[src/rtl/tmds_pkg.sv]
// tmds_pkg: control tokens, ctrl encoding and alignment FSM states shared by the TMDS encoder and decoder
package tmds_pkg;
  localparam logic [9:0] TOKEN_C00 = 10'b1101010100;
  localparam logic [9:0] TOKEN_C01 = 10'b0010101011;
  localparam logic [9:0] TOKEN_C10 = 10'b0101010100;
  localparam logic [9:0] TOKEN_C11 = 10'b1010101011;
  typedef enum logic [1:0] {CTRL_00, CTRL_01, CTRL_10, CTRL_11} ctrl_e;
  typedef enum logic [1:0] {SEARCH, SLIP_WAIT, LOCKED} state_e;
endpackage

[src/rtl/tmds_word_decode.sv]
// tmds_word_decode: combinational 10b TMDS word to {is_token, ctrl, data}
module tmds_word_decode
  import tmds_pkg::*;
(
  input  logic [9:0] word,
  output logic       is_token,
  output logic [1:0] ctrl,
  output logic [7:0] data
);
  logic [7:0] d;
  assign d = word[9] ? ~word[7:0] : word[7:0];
  assign data = {word[8] ? d[7:1] ^ d[6:0] : ~(d[7:1] ^ d[6:0]), d[0]};
  assign is_token = word == TOKEN_C00 || word == TOKEN_C01 || word == TOKEN_C10 || word == TOKEN_C11;
  assign ctrl = word == TOKEN_C01 ? CTRL_01 : word == TOKEN_C10 ? CTRL_10 : word == TOKEN_C11 ? CTRL_11 : CTRL_00;
endmodule

[src/rtl/tmds_channel_decoder.sv]
// tmds_channel_decoder: TMDS word alignment via bitslip plus 10b->8b/ctrl/DE decode for one channel
module tmds_channel_decoder
  import tmds_pkg::*;
#(
  parameter int SEARCH_WINDOW = 4096,
  parameter int CTRL_RUN      = 16,
  parameter int SLIP_SETTLE   = 8,
  parameter int LOSS_WINDOW   = 8192
) (
  input  logic       pixel_clk,
  input  logic       sys_rst_n,
  input  logic [9:0] tmds_word_in,
  output logic       bitslip,
  output logic [3:0] slip_cnt,
  output logic       aligned,
  output logic       video_de,
  output logic [1:0] video_ctrl,
  output logic [7:0] video_data
);
  localparam int WW = $clog2(SEARCH_WINDOW);
  localparam int RW = $clog2(CTRL_RUN);
  localparam int SW = $clog2(SLIP_SETTLE);
  localparam int GW = $clog2(LOSS_WINDOW);
  localparam logic [WW-1:0] WIN_MAX    = WW'(SEARCH_WINDOW - 1);
  localparam logic [RW-1:0] RUN_MAX    = RW'(CTRL_RUN - 1);
  localparam logic [SW-1:0] SETTLE_MAX = SW'(SLIP_SETTLE - 1);
  localparam logic [GW-1:0] GAP_MAX    = GW'(LOSS_WINDOW - 1);
  logic [9:0]    w1;
  logic          is_token;
  logic [1:0]    tok_ctrl;
  logic [7:0]    dec_data;
  state_e        state, state_nxt;
  logic [WW-1:0] win_cnt;
  logic [RW-1:0] run_cnt;
  logic [SW-1:0] settle_cnt;
  logic [GW-1:0] gap_cnt;
  logic          lock, slip, settled, lost;
  tmds_word_decode u_dec (
    .word     (w1),
    .is_token (is_token),
    .ctrl     (tok_ctrl),
    .data     (dec_data)
  );
  assign aligned = state == LOCKED;
  always_comb begin
    lock      = state == SEARCH && is_token && run_cnt == RUN_MAX;
    slip      = state == SEARCH && !lock && win_cnt == WIN_MAX;
    settled   = state == SLIP_WAIT && settle_cnt == SETTLE_MAX;
    lost      = state == LOCKED && !is_token && gap_cnt == GAP_MAX;
    state_nxt = lock ? LOCKED : slip ? SLIP_WAIT : (settled || lost) ? SEARCH : state;
  end
  always_ff @(posedge pixel_clk) begin
    if (!sys_rst_n) begin
      w1         <= '0;
      state      <= SEARCH;
      bitslip    <= 1'b0;
      slip_cnt   <= '0;
      win_cnt    <= '0;
      run_cnt    <= '0;
      settle_cnt <= '0;
      gap_cnt    <= '0;
      video_de   <= 1'b0;
      video_ctrl <= '0;
      video_data <= '0;
    end else begin
      w1         <= tmds_word_in;
      state      <= state_nxt;
      bitslip    <= slip;
      slip_cnt   <= !slip ? slip_cnt : slip_cnt == 4'd9 ? 4'd0 : slip_cnt + 4'd1;
      win_cnt    <= state != SEARCH ? '0 : win_cnt + WW'(win_cnt != WIN_MAX);
      run_cnt    <= (state != SEARCH || !is_token) ? '0 : run_cnt + RW'(run_cnt != RUN_MAX);
      settle_cnt <= (state != SLIP_WAIT || settled) ? '0 : settle_cnt + SW'(settle_cnt != SETTLE_MAX);
      gap_cnt    <= (state != LOCKED || is_token) ? '0 : gap_cnt + GW'(gap_cnt != GAP_MAX);
      video_de   <= aligned && !is_token;
      video_ctrl <= !aligned ? '0 : is_token ? tok_ctrl : video_ctrl;
      video_data <= (aligned && !is_token) ? dec_data : '0;
    end
  end
endmodule

[config.mk]
export PLATFORM = sky130hd
export DESIGN_NAME = tmds_channel_decoder
export DESIGN_NICKNAME = d
export VERILOG_FILES = /design/src/rtl/tmds_pkg.sv /design/src/rtl/tmds_word_decode.sv /design/src/rtl/tmds_channel_decoder.sv
export SDC_FILE = /design/constraint.sdc
export NUM_CORES = 1
export LEC_CHECK = 0
export ABC_AREA = 1
export ABC_CLOCK_PERIOD_IN_PS = 2000
export BUFFER_PORTS_ARGS = -buffer_cell sky130_fd_sc_hd__buf_4
export CAP_MARGIN = 15
export CORE_MARGIN = 10
export CORE_UTILIZATION = 54
export CTS_BUF_LIST = sky130_fd_sc_hd__clkbuf_8
export DETAILED_ROUTE_END_ITERATION = 16
export PLACE_DENSITY = 0.77
export SLEW_MARGIN = 0
export SYNTH_ARGS = -nofsm -noshare
export SYNTH_HDL_FRONTEND = slang
export SYNTH_SLANG_ARGS = --single-unit
[constraint.sdc]
create_clock -name pixel_clk -period 2 [get_ports pixel_clk]
set_clock_uncertainty 0.2 [all_clocks]
set_input_delay 0.2 -clock pixel_clk [delete_from_list [all_inputs] [get_ports pixel_clk]]
set_output_delay 0.2 -clock pixel_clk [all_outputs]
set_load 0.03 [all_outputs]
# Yosys cells after proc, flatten, opt, wreduce, memory -nomap -nowiden
# Index checks and enable logic that the tools add are counted.
# totals
regBits,60
latch_bits,0
ramBits,0
romBits,0
elab_cells,74
n_memories,0
# classes
addsub,5
multipliers,0
div,0
order_cmp,0
n_eq_ne,17
shift,0
mux,9
bitwise_logic,4
n_reduce_logical,27
# ops
op,count
10-bit == test (second input constant),2
13-bit by 1-bit adder with 13-bit output,1
13-bit == test (second input constant),1
13-bit inequality test (second input constant),1
12-bit by 1-bit adder with 12-bit output,1
12-bit == test (second input constant),1
2-bit 2-to-1 mux,6
12-bit inequality test (second input constant),1
10-bit by 8-bit == test with 1-bit output (second input constant),1
10-bit by 9-bit == test with 1-bit output (second input constant),1
2-bit OR reduction,5
4-bit == test (second input constant),2
8-bit 2-to-1 mux,1
8-bit inverter,1
1-bit logical AND,7
1-bit logical OR,7
7-bit 2-to-1 mux,1
7-bit inverter,1
7-bit XOR,1
4-bit by 1-bit adder with 4-bit output,1
4-bit by 1-bit adder with 4-bit output (second input constant),1
4-bit 2-to-1 mux,1
4-bit inequality test (second input constant),1
2-bit AND reduction,2
12 further kinds,14

# Depth between registers and ports, before layout
# logic_depth
word_depth,11
ltp_mapped,12

# Cells and area by module
# From an unflattened synthesis, not the netlist that was laid out.
# unflattened
hier_cells,351
area_unflattened_um2,2660.1
# by_module_without_submodules
mod,instances,cells_per_inst,area_per_inst_um2
tmds_channel_decoder,1,311,2439.8
tmds_word_decode,1,40,220.2

# Worst setup path before layout
# OpenSTA, ideal clock, no wires.
# synth_path
path_type,register to register
start,register gap_cnt[6]
end,register gap_cnt[10]
t_arrival_ns,1.760
slack_ns,-0.078
path_stages_with_launch,13
path_buffers,0
cell_sequence,dfxtp_1 -> inv_1 -> nor3_1 -> nand3_1 -> ha_1 -> ha_1 -> nand2_1 -> nor2_1 -> inv_1 -> nor2_1 -> nand4_1 -> xor2_1 -> nor2_4
# synth_between
elab_chain_len,2
# synth_rtl
element,line,rtl
from (decl),tmds_channel_decoder.sv:36,logic [GW-1:0] gap_cnt;
from (signal assigned),tmds_channel_decoder.sv:73,gap_cnt <= (state != LOCKED || is_token) ? '0 : gap_cnt + GW'(gap_cnt != GAP_MAX);
13-bit inequality test,tmds_channel_decoder.sv:73,
13-bit by 1-bit adder with 13-bit output *,tmds_channel_decoder.sv:73,
# Every way passes the cells marked *; elsewhere a longest branch is shown, timed or not.
# A chain may end at the register's enable or synchronous reset.

# Worst setup path after layout
# layout_path
start,register gap_cnt[4]
end,register gap_cnt[10]
# Same word-level chain as after synthesis.

==> summary by stage <==
Drt
The first TritonRoute pass finished after 4 iterations. The number of design-rule violations left by the first detailed-router iteration is 94. After detailed routing, the total wire length is 6460 um. The detailed-route wire length per cell is 13.6 um.

The remaining routing DRC violations is 0. In this run the remaining antenna-violating nets after routing total 0. The detailed-route via count is 2289. Dividing the detail-routed via count by the number of cells gives 4.83.

Critical path
The most numerous cell type found on the critical path is nor2_4. In this run the register-to-register setup slack is -0.03 ns. The critical path's top delay family is simple AND/OR/NAND/NOR gates.

The kind of end point of the critical path is a flip-flop. The slowest stage of the critical path belongs to the cell dfxtp_2. STA classifies the critical path startpoint as a flip-flop. The arrival time of the worst setup path is 2.05 ns. For this run, the slowest stage of the critical path takes 0.33 ns. The critical path goes through nand2_2 -> nor3_4 -> nand3_2 -> ha_4 -> ha_4 -> nand2_4 -> nor2_4 -> inv_2 -> nor2_4 -> nand4_1 -> xor2_2 -> nor2_4. In this run the worst path has a maximum fanout of 3. The worst setup path is of the flip-flop to flip-flop kind. The number of buffers and inverters on the critical path is 1. The required time of the critical path is 2.02 ns.

Finish
The post-route netlist has 32.7% of its cells at a drive strength greater than 1. The net count of the finished layout is 422. After routing the design area is 3590 um^2. The area added between synthesis and finish is 36.3%.

Registers take 1210 um^2. The area taken by multi-input logic gates is 1310 um^2. 0 antenna diodes ended up in the layout.

The final-layout fill cell count is 329.

Yosys
The synthesized netlist contains 36 unique library cells. The fraction of synthesized cell area in xor and xnor cells is 3.99%. The complex-gate fraction of the synthesized area is 7.93%. The post-synthesis cell count is 324. After synthesis, the share of cell area in mux cells is 0%.

The cell area after synthesis is 2640 um^2. The number of warnings issued by yosys is 0. Of the synthesized area, sequential elements account for 45.6%. Averaged over all synthesized cells, the footprint is 8.13 um^2. The largest family of logic cells by synthesized area is simple AND/OR/NAND/NOR gates.

The synthesized netlist devotes 3.80% of its cell area to adder and majority cells. The simple logic cell fraction of the synthesized area is 29.2%. The net count after synthesis is 344. Synthesis inferred 60 register bits.

Clocking
The clock sink total is 60. The H-tree generated during clock tree synthesis spans 3 levels. The CTS clock-pin slew for the worst setup and hold paths is 0.07 ns. The buffer type at the clock tree root is clkbuf_8. The number of CTS-inserted buffers is 9. TritonCTS built the clock tree.

For the worst-skew pair, the clock arrives at the later sink with an insertion delay of 0.33 ns. The clock passes through at most 2 buffers.

Timing
The final count of negative-setup-slack endpoints is 1. The final critical-path setup slack is -0.0255 ns. The final critical path time including I/O delays and setup is 2.03 ns. At the pin with the least slew margin, the transition time is 0.259 ns. Setup repair after global routing could not meet its margin everywhere. The worst path uses 101% of the clock period. The number of pins with negative max-slew slack in the final report is 0. The headroom to the max-slew limit is 82.7%.

The maximum clock frequency is 494 MHz. Hold timing on the final database bottoms out at a slack of 0.266 ns. The final hold violation count came to 0.

Power and ir drop
The worst-case IR drop observed on VDD is 0.000872 V. The static leakage is 1.61 nW. The overall power is 2.37 mW. The power per cell area is 661 nW/um^2.

Job
Across the run, the number of max-cap violations was 0.

Placed design
During placement, the flow inserted port buffers numbering 28. The total cell area at the placement stage is 3030 um^2. The HPWL after detailed placement is 3750 um. The routability congestion estimate from global placement is 0.822.

GRT
Global routing used 15.5% of the available tracks across all layers. Entering global routing, the biggest net connects 19 pins. The first global-routing pass estimated 10300 um of wire. The number of antenna violations at the first check in global routing was 0. Global routing finished with a remaining overflow of 0. The via count of the first global-routing pass is 2324.

Floorplanning
The floorplan step defined a core boundary enclosing 4720 um^2. The die is 89.9 um tall. 29 I/O pins were placed. Once the floorplan was initialized, standard cells occupied 55.8% of the core. The die covers 8070 um^2. The width of the die is 89.9 um. The count of standard-cell rows is 25.

Worst hold path
The worst hold path class is flip-flop to flip-flop.

Outcome
The run finished, with violations left. The checks that failed: setup timing.
per-layer routing:
layer	track usage, %	part of all wire [%]	routed length, um	vias up
met2	27.5	53	3440	42
met1	15.9	41	2640	1056
met4	7.56	1.8	116	0
met5	0	0	0	-
met3	5.07	3.9	252	12
li1	-	-	-	1179
through the flow:
stage | instances | TNS, ns | utilization (%) | setup slack [ns]
CTS | 470 | -0.00727 | 72.9 | -0.00727
floorplan | 324 | 0 | - | 0.00625
finish | 474 | -0.0255 | 76.0 | -0.0255
detailed placement | 433 | -0.0534 | 64.2 | -0.0484
global route | 474 | -0.381 | 76.0 | -0.119
global placement | 433 | 0 | 64.2 | 0.00513
where the power goes:
part	total, mW	internal [mW]	switching (mW)
clock	1.02	0.544	0.476
sequential	1.23	1.21	0.0148
combinational	0.128	0.0655	0.0622
total	2.37	1.82	0.553
flip-flops by register name, summed over array words and instances (netlist names):
name and cells:
gap_cnt 13, win_cnt 12, w1 10, video_data 8, run_cnt 4, slip_cnt 4, settle_cnt 3, state 2
video_ctrl 2, bitslip 1, video_de 1
Yosys cell counts, drive strengths merged:
library cell,n,area share [%]
o21a,2,0.57
o211a,1,0.38
a41oi,1,0.33
a211oi,2,0.57
xnor2,2,0.66
o21ai,7,1.3
o211ai,1,0.29
buf,2,1.0
nor4,1,0.24
or2,2,0.47
nor2,50,10
nand2,62,9.5
inv,57,8.3
ha,8,3.8
a21oi,21,4.1
nand3,17,4.6
xor2,10,3.3
a22o,1,0.33
clkbuf,1,0.14
nor3b,3,1.0
dfxtp,60,46
nand4,7,1.7
nor3,6,1.6
area by class of cell:
cell class / instances / area share, %
clock buffers: 12 / 4.60
clock inverters: 4 / 0.627
inverters: 57 / 6.10
multi-input cells: 204 / 36.5
flip-flops and latches: 60 / 33.8
well taps: 67 / 2.33
repair buffers: 70 / 16.1
final timing paths:
path,end,depth (start not counted),startpoint
setup / recovery,gap_cnt[10],12,gap_cnt[4]
setup reg to reg,gap_cnt[10],12,gap_cnt[4]
hold reg to reg,win_cnt[11],1,win_cnt[11]
hold / removal,win_cnt[11],1,win_cnt[11]
cell usage in the layout (no fill, tap or decap), types with 6 or more instances in the layout:
master	synthesis	routed
dfxtp_1	60	51
ha_1	8	6
nor2_4	5	8
o21ai_0	7	6
nand4_1	7	7
clkbuf_8	0	12
nor2_2	11	15
a21oi_1	20	19
inv_2	4	7
nand3_1	13	10
dlygate4sd3_1	0	21
buf_4	0	49
nand2_1	59	54
xor2_1	10	9
dfxtp_2	0	9
nor2_1	33	26
inv_1	52	49
cells by family after synthesis:
kind of cell    Yosys count
compound gates           36
xor+xnor                 12
fa+ha+maj                 8
buf+inv                  60
flops                    60
simple gates            148
what timing repair did:
action / 4_1_cts / 5_1_grt
endpoints found under the setup margin: 2 / 11
buffers inserted: 0 / 4
hold buffers: 21 / 0
resized for setup: 4 / 38
endpoints found under the hold margin: 11 / 0
pin swaps: 2 / 15
No activity file was read; power rests on OpenSTA's default activity.
